## src/rtl/scan_sequencer.sv

```systemverilog
// Scan-chain load-and-run sequencer: streams program bytes MSB-first into a
// microcontroller scan chain, then runs the processor until it halts.
// Optional readback of the chain tail is enabled by defining SCAN_SEQUENCER_READBACK_EN.
module scan_sequencer #(
  parameter int CHAIN_LEN = 296
) (
  input  logic       clk,
  input  logic       rst,
  input  logic       start,
  input  logic       abort,
  input  logic       in_valid,
  output logic       in_ready,
  input  logic [7:0] in_data,
  output logic       scan_enable,
  output logic       scan_in,
  input  logic       scan_out,
  output logic       proc_en,
  input  logic       halt,
  output logic       busy,
  output logic       done,
  output logic       out_valid,
  output logic [7:0] out_data
);

  localparam logic [2:0] ST_IDLE  = 3'd0;
  localparam logic [2:0] ST_LOAD  = 3'd1;
  localparam logic [2:0] ST_SHIFT = 3'd2;
  localparam logic [2:0] ST_RUN   = 3'd3;
  localparam logic [2:0] ST_DONE  = 3'd4;

  localparam logic [15:0] CHAIN_LEN_W = 16'(CHAIN_LEN);

  logic [2:0]  state;
  logic [2:0]  state_next;
  logic [15:0] bit_cnt;
  logic [7:0]  shift_byte;
  logic        last_bit;
  logic        byte_end;

  // The counter counts every shifted bit from zero, so its low three bits
  // double as the bit position inside the current byte.
  assign last_bit = (bit_cnt == CHAIN_LEN_W - 16'd1);
  assign byte_end = last_bit || (bit_cnt[2:0] == 3'd7);

  always_comb begin
    // NOTE: assigning a default before the case keeps every path covered, so
    // no latch is inferred for state_next.
    state_next = state;
    case (state)
      ST_IDLE:  if (start)    state_next = ST_LOAD;
      ST_LOAD:  if (in_valid) state_next = ST_SHIFT;
      ST_SHIFT: begin
        if (last_bit)      state_next = ST_RUN;
        else if (byte_end) state_next = ST_LOAD;
      end
      ST_RUN:   if (halt)     state_next = ST_DONE;
      ST_DONE:                state_next = ST_IDLE;
      default:                state_next = ST_IDLE;
    endcase
    if (abort) state_next = ST_IDLE;
  end

  always_ff @(posedge clk) begin
    // NOTE: sequential state uses non-blocking assignments so every register
    // samples pre-edge values, independent of statement order.
    if (!rst) begin
      state      <= ST_IDLE;
      bit_cnt    <= 16'd0;
      shift_byte <= 8'h00;
    end else begin
      state <= state_next;
      case (state)
        ST_IDLE: bit_cnt <= 16'd0;
        ST_LOAD: if (in_valid) shift_byte <= in_data;
        ST_SHIFT: begin
          shift_byte <= {shift_byte[6:0], 1'b0};
          bit_cnt    <= bit_cnt + 16'd1;
        end
        default: ;
      endcase
    end
  end

  // Outputs are pure state decodes, so they all read zero the cycle after reset.
  assign in_ready    = (state == ST_LOAD);
  assign scan_enable = (state == ST_SHIFT);
  assign scan_in     = (state == ST_SHIFT) && shift_byte[7];
  assign proc_en     = (state == ST_RUN);
  assign busy        = (state == ST_LOAD) || (state == ST_SHIFT) || (state == ST_RUN);
  assign done        = (state == ST_DONE);

`ifdef SCAN_SEQUENCER_READBACK_EN
  logic [7:0] rb_shift;
  logic [7:0] rb_next;
  logic [7:0] rb_data;
  logic       rb_valid;

  assign rb_next = {rb_shift[6:0], scan_out};

  always_ff @(posedge clk) begin
    if (!rst) begin
      rb_shift <= 8'h00;
      rb_data  <= 8'h00;
      rb_valid <= 1'b0;
    end else if (abort) begin
      rb_shift <= 8'h00;
      rb_valid <= 1'b0;
    end else if (state == ST_SHIFT) begin
      rb_valid <= byte_end;
      if (byte_end) begin
        // A short final byte is left-aligned; the vacated low bits are zero.
        rb_data  <= rb_next << (3'd7 - bit_cnt[2:0]);
        rb_shift <= 8'h00;
      end else begin
        rb_shift <= rb_next;
      end
    end else begin
      rb_valid <= 1'b0;
    end
  end

  assign out_valid = rb_valid;
  assign out_data  = rb_data;
`else
  logic unused_scan_out;

  assign unused_scan_out = scan_out;
  assign out_valid       = 1'b0;
  assign out_data        = 8'h00;
`endif

  bit_cnt_bounded: assert property (@(posedge clk) disable iff (!rst)
    bit_cnt <= CHAIN_LEN_W);

  scan_in_gated: assert property (@(posedge clk) disable iff (!rst)
    !scan_enable |-> !scan_in);

endmodule

```

## config.mk

```make
export PLATFORM = sky130hd
export DESIGN_NAME = scan_sequencer
export DESIGN_NICKNAME = d
export VERILOG_FILES = /design/src/rtl/scan_sequencer.sv
export SDC_FILE = /design/constraint.sdc
export NUM_CORES = 1
export LEC_CHECK = 0
export ABC_AREA = 1
export CAP_MARGIN = 20
export CORE_MARGIN = 8
export CORE_UTILIZATION = 40
export DETAILED_ROUTE_END_ITERATION = 10
export HOLD_SLACK_MARGIN = 0.03
export SYNTH_ARGS = -nofsm -noshare
export SYNTH_HDL_FRONTEND = slang
export SYNTH_SLANG_ARGS = --single-unit
```

## constraint.sdc

```tcl
create_clock -name clk -period 1.6 [get_ports clk]
set_clock_uncertainty 0.15 [all_clocks]
set_input_delay 0.32 -clock clk [delete_from_list [all_inputs] [get_ports clk]]
set_output_delay 0.32 -clock clk [all_outputs]
set_load 0.03 [all_outputs]
```

Word-level counts from Yosys, hierarchy flattened
Index checks and enable logic that the tools add are counted.
{"block": "totals", "ff_bits": 27, "in_bits": 15, "output_inout_bits": 15, "wordCells": 34}
{"block": "op_classes", "n_addsub": 1, "eq_ne": 10, "n_mux": 9, "bitwise_logic": 1, "n_reduce_logical": 10}
{"op": "16-bit one-hot mux with 2 select lines", "count": 1}
{"op": "16-bit by 1-bit adder with 16-bit output, second input constant", "count": 1}
{"op": "16-bit by 9-bit equality test with 1-bit output, second input constant", "count": 1}
{"op": "8-bit one-hot mux with 2 select lines", "count": 1}
{"op": "3-bit two-way mux", "count": 5}
{"op": "3-bit one-hot mux with 4 select lines", "count": 1}
{"op": "8-bit two-way mux", "count": 1}
{"op": "3-bit by 2-bit equality test with 1-bit output, second input constant", "count": 2}
{"op": "3-bit equality test, second input constant", "count": 2}
{"op": "2-bit != test, second input constant", "count": 2}
{"op": "4-bit AND reduction", "count": 1}
{"op": "2-bit nonzero test", "count": 2}
{"op": "3-bit by 1-bit equality test with 1-bit output, second input constant", "count": 1}
{"op": "3-bit zero test", "count": 1}
{"op": "1-bit logical OR", "count": 3}
{"op": "3-bit by 1-bit != test with 1-bit output, second input constant", "count": 1}
{"op": "2-bit by 1-bit != test with 1-bit output, second input constant", "count": 1}
{"op": "2-bit AND reduction", "count": 1}
{"op": "2-bit OR reduction", "count": 1}
{"op": "1-bit logical AND", "count": 1}
{"op": "1-bit NOT", "count": 1}

Logic depth before layout (Yosys ltp)
{"block": "logic_depth", "ltp_word": 5, "mapped_depth": 10, "ltp_nobuf": 9}

Least setup slack after synthesis
OpenSTA, ideal clock, no wires.
{"block": "synth_timing", "kind": "flip-flop to output port", "start": "reg state[0]", "end": "out scan_in", "arrival_ns": 1.249, "t_required_ns": 1.130, "path_slack_ns": -0.119, "stages_incl_launch_ff": 6, "n_path_buf": 2, "path_cell_list": "dfxtp_1 buf_6 nor2_4 nand2_4 buf_6 nor2_1"}
{"block": "synth_between", "elab_chain_len": 2}
{"item": "from (decl)", "line": "33", "rtl": "logic [2:0] state;"}
{"item": "from (signal assigned)", "line": "71", "rtl": "state <= state_next;"}
{"item": "3-bit by 2-bit equality test with 1-bit output", "line": "87", "rtl": "assign scan_in = (state == ST_SHIFT) && shift_byte[7];"}
{"item": "1-bit logical AND", "line": "87"}
{"item": "to (decl)", "line": "15", "rtl": "output logic scan_in,"}
Every way passes these cells.

Worst setup path in the final report
{"block": "layout_timing", "start": "reg state[2]", "end": "out scan_in"}
The elaborated chain is that of the path after synthesis.

==> out/metrics.yaml <==
arrival_ns: 1.14
cts_max_path_buffers: 2
worstPathMaxFanout: 4
drt_first_iter_violations: 66
rows: 23
ant_nets: 0
syn_area_sq_um: 1590
ys_types: 29
critical_path_class: "flop to output pin"
max_clock_freq_mhz: 621
setup_slack_ns: -0.0105
area_delta_synth_final_pct: 32.5
period_share_pct: 101
drt_wl_total_um: 3840
synth-seq-cells: 27
drt-wirelength-per-cell_um: 11.2
cap_violations: 0
p_per_area_nw_per_um2: 678
cts-root-buf: "clkbuf_8"
failed_checks: "negative setup slack"
cts_htree_levels: 1
cts_sinks: 27
maxSlewViolCount: 0
initial_core_util_pct: 40.7
p_total_mw: 1.43
numPortBuffers: 19
numCtsBuffers: 3
cts_tree: "built"
postCtsHoldBufs: 0
finalNetCount: 311
dp_hpwl_um: 2890
yosysSeqAreaShare_pct: 34.0
die_area_sq_um: 6250
net-switching-power_mw: 0.427
swShare_pct: 29.9
power_frac_seq_pct: 49.5
hold_viol: 0
cp.required_ns: 1.13
grt_pass1_wl_um: 6790
outcome: "finished, violations left"
coreArea_sq_um: 3910
critical_path.endpoint_type: "output pin"
gr-usage-all-layers_pct: 13.3
first_pass_iters: 4
drt-vias-per-instance: 4.63
avgSynthCellArea_sq_um: 6.34
start_kind: "flop"
dpl_worst_slack_ns: -0.0434
post-place-cells: 333
overflow: 0
grt_max_degree: 17
ir_worst_vdd_mv: 0.619
syn_inst: 251
rsz0062_at_grt: "yes"
min_period_ns: 1.61
ys_warn_count: 0
grt_pass1_vias: 1542
final_cells: 343
clkPwrFrac_pct: 29.0
internal_power_mw: 1.00
antenna_found_initial: 0
drc_errors: 0
finalSetupViolCount: 2
combPwrFrac_pct: 21.5
utilization_pct: 53.9
min_path_type: "flop to flop"
num_vias: 1589
antenna_cells: 0
die_w_um: 79.1
gp_congestion: 0.823
clock_latency_ns: 0.28
final_layout_size_suffix_gt1_share_pct: 21.2
leakagePower_nw: 0.889
clkTransAtPathRegs_ns: 0.10
pin_count: 30
finalSetupTns_ns: -0.0173
die_h_um: 79.1
## layer usage
metal,vias to the layer above,GRT usage (%),wire length (um)
met2,29,24.1,1860
li1,853,-,-
met5,-,0,0
met1,700,14.9,1780
met3,7,3.39,139
met4,0,3.52,55
## through the flow
stage / hold slack [ns] / instance area [sq um]
after floorplan: 0.289 / 1620
after global placement: 0.304 / 1890
after detailed placement: 0.306 / 1890
after CTS: 0.321 / 2020
after global routing: 0.335 / 2110
final: 0.320 / 2110
## cell usage after synthesis
cell type | number | share of area (%)
nor2_4 | 2 | 1.4
clkbuf_2 | 1 | 0.31
a21oi_1 | 13 | 4.1
nand2_4 | 1 | 0.71
buf_8 | 1 | 0.94
nor2_2 | 1 | 0.39
o211ai_1 | 1 | 0.47
conb_1 | 1 | 0.24
nor2_1 | 49 | 12
nand2_1 | 74 | 17
inv_1 | 26 | 6.1
nor3_1 | 3 | 0.94
a211oi_1 | 1 | 0.47
ha_1 | 2 | 1.6
nand3b_1 | 2 | 0.94
buf_4 | 9 | 4.2
inv_2 | 1 | 0.24
a31oi_1 | 1 | 0.39
a21oi_4 | 1 | 1.0
inv_4 | 1 | 0.39
or2_2 | 1 | 0.39
o21ai_0 | 13 | 4.1
buf_6 | 2 | 1.4
nand2_2 | 2 | 0.79
nand3_2 | 1 | 0.63
a21boi_1 | 1 | 0.47
dfxtp_1 | 27 | 34
nand4_1 | 3 | 1.2
nand3_1 | 10 | 3.1
## cells by family (layout without fill, tap and decap cells)
group	after synthesis	in the layout	share of synthesized area (%)
AO/OA/AOI/OAI	31	31	11.0
other	1	9	0.236
AND/OR/NAND/NOR	149	149	39.5
buffers and inverters	41	75	13.7
flip-flops	27	27	34.0
adder cells (fa/ha/maj)	2	2	1.57
## cell usage in the layout, fill, tap and decap left out, types with 2 or more instances in the layout
cell	Yosys	routed
nand2_1	74	73
nor2_1	49	41
inv_1	26	24
dfxtp_1	27	24
buf_4	9	19
a21oi_1	13	13
clkdlybuf4s50_1	0	13
buf_6	2	11
nand3_1	10	10
conb_1	1	9
o21ai_0	13	8
nor2_2	1	6
nor2_4	2	5
o21ai_1	0	5
nand4_1	3	3
clkbuf_8	0	3
dfxtp_4	0	3
inv_2	1	2
nand2_2	2	2
nand3b_1	2	2
## layout make-up
| cell class | count | area, sq um |
|---|---|---|
| well taps | 50 | 62.6 |
| multi-input cells | 191 | 933 |
| flip-flops and latches | 27 | 552 |
| inverters | 28 | 115 |
| repair buffers | 43 | 397 |
| clock inverters | 1 | 7.51 |
| clock buffers | 3 | 41.3 |
| fillers | 405 | 1810 |
## worst max-delay path: stages (launching register included)
cell,delay (ns)
dfxtp_4,0.38
nor2_4,0.17
nand2_8,0.09
nor2_4,0.08
buf_6,0.13
## power groups by stage
stage	Combinational [mW]	Sequential [mW]	Clock [mW]
floorplan	0.189	0.720	0
global placement	0.266	0.724	0
detailed placement	0.267	0.724	0
CTS	0.290	0.705	0.437
global route	0.341	0.712	0.453
finish	0.307	0.708	0.414
## registers in the layout, summed over array words and instances, names as in the netlist
register    flops
shift_byte      8
bit_cnt        16
state           3
## worst paths after layout
check                startpoint             to  slack (ns)  cells past startpoint
hold / removal    shift_byte[0]  shift_byte[0]        0.32                      2
setup reg to reg       state[1]  shift_byte[4]        0.10                      8
hold reg to reg   shift_byte[0]  shift_byte[0]        0.32                      2
setup / recovery       state[2]        scan_in       -0.01                      4
## what timing repair did
action,in CTS,in global routing
endpoints found under the setup margin,6,21
gates resized for setup,19,25
pin swaps,3,7
cloned,0,0
setup buffers,5,1
Power figures use the tool's default switching activity.
